<file path="config.mk">
export PLATFORM = sky130hd
export DESIGN_NAME = time_set_uart_rx
export DESIGN_NICKNAME = d
export VERILOG_FILES = /design/src/rtl/time_set_uart_rx.sv
export SDC_FILE = /design/constraint.sdc
export NUM_CORES = 1
export LEC_CHECK = 0
export ABC_AREA = 1
export ABC_CLOCK_PERIOD_IN_PS = 2950
export CORE_MARGIN = 5
export CORE_UTILIZATION = 40
export DETAILED_ROUTE_END_ITERATION = 12
export PLACE_DENSITY = 0.59
export SETUP_SLACK_MARGIN = 0.5
export SYNTH_ARGS = -nofsm -noshare
export SYNTH_HDL_FRONTEND = slang
export SYNTH_SLANG_ARGS = --single-unit
</file>
<file path="constraint.sdc">
create_clock -name clk -period 2.95 [get_ports clk]
set_input_delay 0.885 -clock clk [delete_from_list [all_inputs] [get_ports clk]]
set_output_delay 0.885 -clock clk [all_outputs]
set_load 0.01 [all_outputs]
</file>
<file path="src/rtl/time_set_uart_rx.sv">
// time_set_uart_rx: UART "T"HHMMSS<CR> time-set receiver; `define TIME_RX_PARITY_EN adds an even-parity bit (8E1).
module time_set_uart_rx #(
  parameter int CLKS_PER_BIT = 16,
  parameter int MAX_HOURS = 24
) (
  input  logic       clk,
  input  logic       reset,
  input  logic       rx,
  output logic       rx_oeb,
  output logic [5:0] set_hours,
  output logic [5:0] set_minutes,
  output logic [5:0] set_seconds,
  output logic       set_valid,
  output logic       frame_err
);
  localparam int CW = $clog2(CLKS_PER_BIT);
  localparam logic [CW-1:0] FULL = CW'(CLKS_PER_BIT - 1);
  localparam logic [CW-1:0] HALF = CW'(CLKS_PER_BIT / 2 - 1);
`ifdef TIME_RX_PARITY_EN
  typedef enum logic [2:0] {B_IDLE, B_START, B_DATA, B_PARITY, B_STOP} bstate_t;
`else
  typedef enum logic [2:0] {B_IDLE, B_START, B_DATA, B_STOP} bstate_t;
`endif
  typedef enum logic [1:0] {F_WAIT_T, F_DIGITS, F_WAIT_CR} fstate_t;
  bstate_t bstate, bstate_n;
  fstate_t fstate, fstate_n;
  logic rx_s1, rxs;
  logic [CW-1:0] cnt, cnt_n;
  logic [2:0] idx, idx_n, didx, didx_n;
  logic [7:0] sh, sh_n;
  logic byte_ok, byte_err;
  logic [3:0] dig [6];
  logic [3:0] dig_n [6];
  logic [5:0] hours_n, minutes_n, seconds_n;
  logic valid_n, err_n;
  logic [6:0] hr7, mn7, sc7;
  logic range_ok;
`ifdef TIME_RX_PARITY_EN
  logic perr, perr_n;
`endif
  assign rx_oeb = 1'b1;
  always_ff @(posedge clk) begin
    if (reset) begin
      rx_s1 <= 1'b1;
      rxs <= 1'b1;
      bstate <= B_IDLE;
      cnt <= '0;
      idx <= '0;
      sh <= '0;
`ifdef TIME_RX_PARITY_EN
      perr <= 1'b0;
`endif
    end else begin
      rx_s1 <= rx;
      rxs <= rx_s1;
      bstate <= bstate_n;
      cnt <= cnt_n;
      idx <= idx_n;
      sh <= sh_n;
`ifdef TIME_RX_PARITY_EN
      perr <= perr_n;
`endif
    end
  end
  always_comb begin
    bstate_n = bstate;
    cnt_n = cnt + 1'b1;
    idx_n = idx;
    sh_n = sh;
    byte_ok = 1'b0;
    byte_err = 1'b0;
`ifdef TIME_RX_PARITY_EN
    perr_n = perr;
`endif
    case (bstate)
      B_IDLE: begin
        cnt_n = '0;
        bstate_n = rxs ? B_IDLE : B_START;
      end
      B_START: if (cnt == HALF) begin
        cnt_n = '0;
        idx_n = '0;
        bstate_n = rxs ? B_IDLE : B_DATA;
      end
      B_DATA: if (cnt == FULL) begin
        cnt_n = '0;
        sh_n = {rxs, sh[7:1]};
        idx_n = idx + 1'b1;
`ifdef TIME_RX_PARITY_EN
        bstate_n = (idx == 3'd7) ? B_PARITY : B_DATA;
`else
        bstate_n = (idx == 3'd7) ? B_STOP : B_DATA;
`endif
      end
`ifdef TIME_RX_PARITY_EN
      // a parity mismatch is held until the stop sample so bit timing stays intact
      B_PARITY: if (cnt == FULL) begin
        cnt_n = '0;
        perr_n = rxs ^ (^sh);
        bstate_n = B_STOP;
      end
`endif
      B_STOP: if (cnt == FULL) begin
        cnt_n = '0;
        bstate_n = B_IDLE;
`ifdef TIME_RX_PARITY_EN
        byte_ok = rxs & ~perr;
        byte_err = ~rxs | perr;
`else
        byte_ok = rxs;
        byte_err = ~rxs;
`endif
      end
      default: bstate_n = B_IDLE;
    endcase
  end
  assign hr7 = 7'(dig[0]) * 7'd10 + 7'(dig[1]);
  assign mn7 = 7'(dig[2]) * 7'd10 + 7'(dig[3]);
  assign sc7 = 7'(dig[4]) * 7'd10 + 7'(dig[5]);
  assign range_ok = (int'(hr7) < MAX_HOURS) && (mn7 < 7'd60) && (sc7 < 7'd60);
  always_ff @(posedge clk) begin
    if (reset) begin
      fstate <= F_WAIT_T;
      didx <= '0;
      dig <= '{default: '0};
      set_hours <= '0;
      set_minutes <= '0;
      set_seconds <= '0;
      set_valid <= 1'b0;
      frame_err <= 1'b0;
    end else begin
      fstate <= fstate_n;
      didx <= didx_n;
      dig <= dig_n;
      set_hours <= hours_n;
      set_minutes <= minutes_n;
      set_seconds <= seconds_n;
      set_valid <= valid_n;
      frame_err <= err_n;
    end
  end
  always_comb begin
    fstate_n = fstate;
    didx_n = didx;
    dig_n = dig;
    hours_n = set_hours;
    minutes_n = set_minutes;
    seconds_n = set_seconds;
    valid_n = 1'b0;
    err_n = 1'b0;
    if (byte_ok && sh == 8'h54) begin
      fstate_n = F_DIGITS;
      didx_n = '0;
    end else if (byte_ok || byte_err) begin
      case (fstate)
        F_DIGITS: if (byte_ok && sh >= 8'h30 && sh <= 8'h39) begin
          dig_n[didx] = sh[3:0];
          didx_n = didx + 1'b1;
          fstate_n = (didx == 3'd5) ? F_WAIT_CR : F_DIGITS;
        end else begin
          err_n = 1'b1;
          fstate_n = F_WAIT_T;
        end
        F_WAIT_CR: begin
          fstate_n = F_WAIT_T;
          valid_n = byte_ok && sh == 8'h0D && range_ok;
          err_n = ~valid_n;
          hours_n = valid_n ? hr7[5:0] : set_hours;
          minutes_n = valid_n ? mn7[5:0] : set_minutes;
          seconds_n = valid_n ? sc7[5:0] : set_seconds;
        end
        default: fstate_n = F_WAIT_T;
      endcase
    end
  end
endmodule
</file>
==> metrics.md <==
| Metric | Value |
|---|---|
| Outcome | completed |
| CTS tree | done |
| DR DRC count | 0 |
| Post-synth net total | 607 |
| Worst path required time | 3.19 ns |
| Leakage | 2.183 nW |
| PortBufs | 22 |
| Worst IR drop on VDD | 0.0002534 V |
| WP data arrival | 2.75 ns |
| DRT iter0 DRCs | 118 |
| Netlist cell types | 37 |
| Final ANT Viol Nets | 0 |
| Register area share after synthesis | 34.48% |
| Clock root buffer | clkbuf_8 |
| CP Cell Sequence | ha_4 > ha_4 > inv_2 > fa_1 > nor2_2 > nand3_2 > nand2_2 > nand2_2 > nand2_2 > nand4_1 > nor2_2 > buf_6 > nand3_1 > nand2_1 > nor2_1 |
| CP max stage delay | approximately 0.48 ns |
| Drt wl/cell | about 11 um |
| Die area | ~12,000 um2 |
| Fill count | 975 |
| Mean area per synthesized cell | 6.901 um2 |
| Initial antenna violation count | 0 |
| Vias in the first global route | roughly 3,300 |
| P&R area growth vs syn | 20.44% |
| CP Capture Type | flop |
| Post-synthesis register bit count | between 60 and 70 |
| Slowest-stage cell, CP | fa_1 |
| Largest family of logic cells by synthesized area | simple AND/OR/NAND/NOR gates |
| Worst Clk Skew | 0.01249 ns |
| Clock transition at path regs | ~0.07 ns |
| Worst-path fanout max | 7 |
| DRT Pass-1 Iters | 4 |
| Kind of critical path | reg -> reg |
| Drt total wl | about 8400 um |
| Setup TNS | 0 ns |
| Clock sink total | 68 |
| Met2 wire length | 4031 um |
| Gp weighted congestion | ~0.9 |
| Final hold vios | 0 |
| Synthesis warning total | 0 |
| MaxCap Viol Count | 0 |
| Dpl hpwl | 6071 um |
| Met1 Wirelength | around 4000 um |
| Clock Tree Buf Depth | 2 |
| CP top delay family | simple AND/OR/NAND/NOR gates |
| Final min period | 2.513 ns |
| Adder-cell area share of the yosys netlist | 11.28% |
| P per Cell Area | 359.7 nW/um2 |
| Worst-skew pair later-pin latency | 0.34 ns |
| Crit start category | flop |
| Post-synthesis mux area share | 0% |
| Die H | between 100 and 150 um |
| Max_slew headroom | 35.44% |
| RSZ-0062 raised after global routing | true |
| Syn Inst Count | 572 |
| Max frequency | around 400 MHz |
| First-pass GRT wire length | about 15,000 um |
| Total track usage | 15.29% |
| H-tree depth | 3 |
| WL met3 | 230 um |
| Final slew viol count | 0 |
| # rows | 36 |
| Largest net degree at the start of global routing | 31 |
| Num ports | 24 |
| Core area | 9684 um2 |
| Num CTS Buffers | 9 |
| Via density per instance | 4.605 |
| Post-Syn Area | a little under 4000 um2 |
| Most common cell on crit path | nand2_2 |
| Via count | 3,435 |
| Crit path buf inv count | 2 |
| Nets | 643 |
| Share of cells above drive strength 1 | ~18% |
| Final setup fails | 0 |
| Global route overflow | 0 |
| Compound-Gate Fraction of Synth Area | 6.815% |
| Post-CTS Hold Buffers | 0 |
| Max Used Layer | met4 |
| Simple-gate portion of the synthesized area | 32.58% |
| # diodes | 0 |
| Post-synthesis xor/xnor area fraction | 1.775% |
| Hold WC Path Type | reg -> reg |
| Final core occ | 49.10% |
| Die X | 109.3 um |
| Worst-Margin Slew | approximately 0.97 ns |
| Starting density of the core | 40.76% |
| Period utilization | 85.18% |
## logic make-up (layout without fill, tap and decap cells)
group,Yosys count,count (layout)
and+or+nand+nor,287,290
buffers and inverters,125,163
other,1,1
DFF,68,68
xor gates and xnor gates,8,8
adders and majority gates,32,32
AOI/OAI and AO/OA,51,51
## metrics by stage
step	instance area, um2	power [mW]	instances	setup slack [ns]	hold slack (ns)
CTS	4697	1.730	744	0.4657	0.4286
global placement	4275	1.043	716	0.3936	0.3962
detailed placement	4275	1.046	716	0.2843	0.4086
floorplan	3948	1.024	572	0.5571	0.3895
finish	4755	1.710	746	0.4372	0.4188
global route	4755	1.785	746	0.2846	0.4414
## final timing paths
kind	startpoint	end	slack (ns)	cells after the start
worst min register to register	rx_s1$_SDFF_PP1_	rxs$_SDFF_PP1_	0.42	1
worst max-delay path	dig[7]$_SDFFE_PP0P_	set_seconds[0]$_SDFFE_PP0P_	0.44	15
worst min-delay path	rx_s1$_SDFF_PP1_	rxs$_SDFF_PP1_	0.42	1
worst max register to register	dig[7]$_SDFFE_PP0P_	set_seconds[0]$_SDFFE_PP0P_	0.44	15
## state kept, by name (all words and copies together), names as in the netlist
signal / count
dig: 24
sh: 8
set_hours: 6
set_minutes: 6
set_seconds: 6
cnt: 4
didx: 3
idx: 3
bstate: 2
fstate: 2
frame_err: 1
rx_s1: 1
rxs: 1
set_valid: 1
## area by class of cell
type / instances / area [um2] / area share [%]
Multi-Input combinational cell: 382 / 2257 / 47.47
Sequential cell: 68 / 1374 / 28.89
Inverter: 108 / 407.9 / 8.579
Timing Repair Buffer: 39 / 371.6 / 7.816
Tap cell: 133 / 166.4 / 3.500
Clock buffer: 10 / 137.6 / 2.895
Clock inverter: 6 / 40.04 / 0.8421
## placed cells by master (no fill, tap or decap), types with 7 or more instances in the layout
master | netlist | final
dfxtp_1 | 68 | 60
nand2_2 | 18 | 28
a21oi_1 | 19 | 19
ha_1 | 26 | 19
clkdlybuf4s50_1 | 0 | 22
dfxtp_2 | 0 | 7
nor2_2 | 6 | 9
buf_4 | 6 | 13
nand3_2 | 1 | 7
nand2_1 | 109 | 99
nor2_1 | 89 | 85
inv_1 | 99 | 98
clkbuf_8 | 0 | 10
nand4_1 | 8 | 8
nand3_1 | 40 | 34
o21ai_0 | 26 | 26
## layer usage
| metal | global-route usage (%) | vias up |
|---|---|---|
| met4 | 4.720 | 0 |
| li1 | - | 1837 |
| met3 | 3.406 | 14 |
| met2 | 26.55 | 43 |
| met5 | 0 | - |
| met1 | 18.84 | 1541 |
## Yosys cell counts
master	instances	area, um2
nand3b_1	2	15.01
buf_2	2	10.01
buf_1	3	11.26
o211a_1	1	10.01
clkinv_1	2	7.510
xnor2_1	2	17.52
nor2_4	3	33.78
nand4_1	8	50.05
clkinv_2	2	10.01
or2_2	2	12.51
nor3_2	1	10.01
a211oi_1	2	15.01
or3_1	1	6.260
a21oi_1	19	95.09
conb_1	1	3.750
clkbuf_1	4	15.01
nand3_1	40	200.2
nor2_1	89	334.1
nor3_1	5	25.02
o21bai_1	1	7.510
nand3_2	1	10.01
o21ai_1	1	5.000
ha_1	26	325.3
o22ai_1	1	6.260
xor2_1	6	52.55
fa_1	6	120.1
nor2_2	6	37.54
o21ai_0	26	130.1
nand2_2	18	112.6
inv_1	99	371.6
inv_2	5	18.77
buf_4	6	45.04
buf_6	2	22.52
dfxtp_1	68	1361
nand3_4	1	17.52
nand2_1	109	409.1
nand4_2	1	12.51
## power by group
part | switching [mW] | internal [mW]
combinational | 0.0520 | 0.0272
clock | 0.363 | 0.324
sequential | 0.0143 | 0.929
## repair_timing
| item | in CTS | in global routing |
|---|---|---|
| pin swaps | 25 | 14 |
| buffers inserted | 8 | 2 |
| gates resized for setup | 32 | 15 |
| hold endpoints to repair | 0 | 0 |
| setup endpoints to repair | 19 | 19 |
| gates cloned | 4 | 0 |
(Power assumes the default switching activity.)
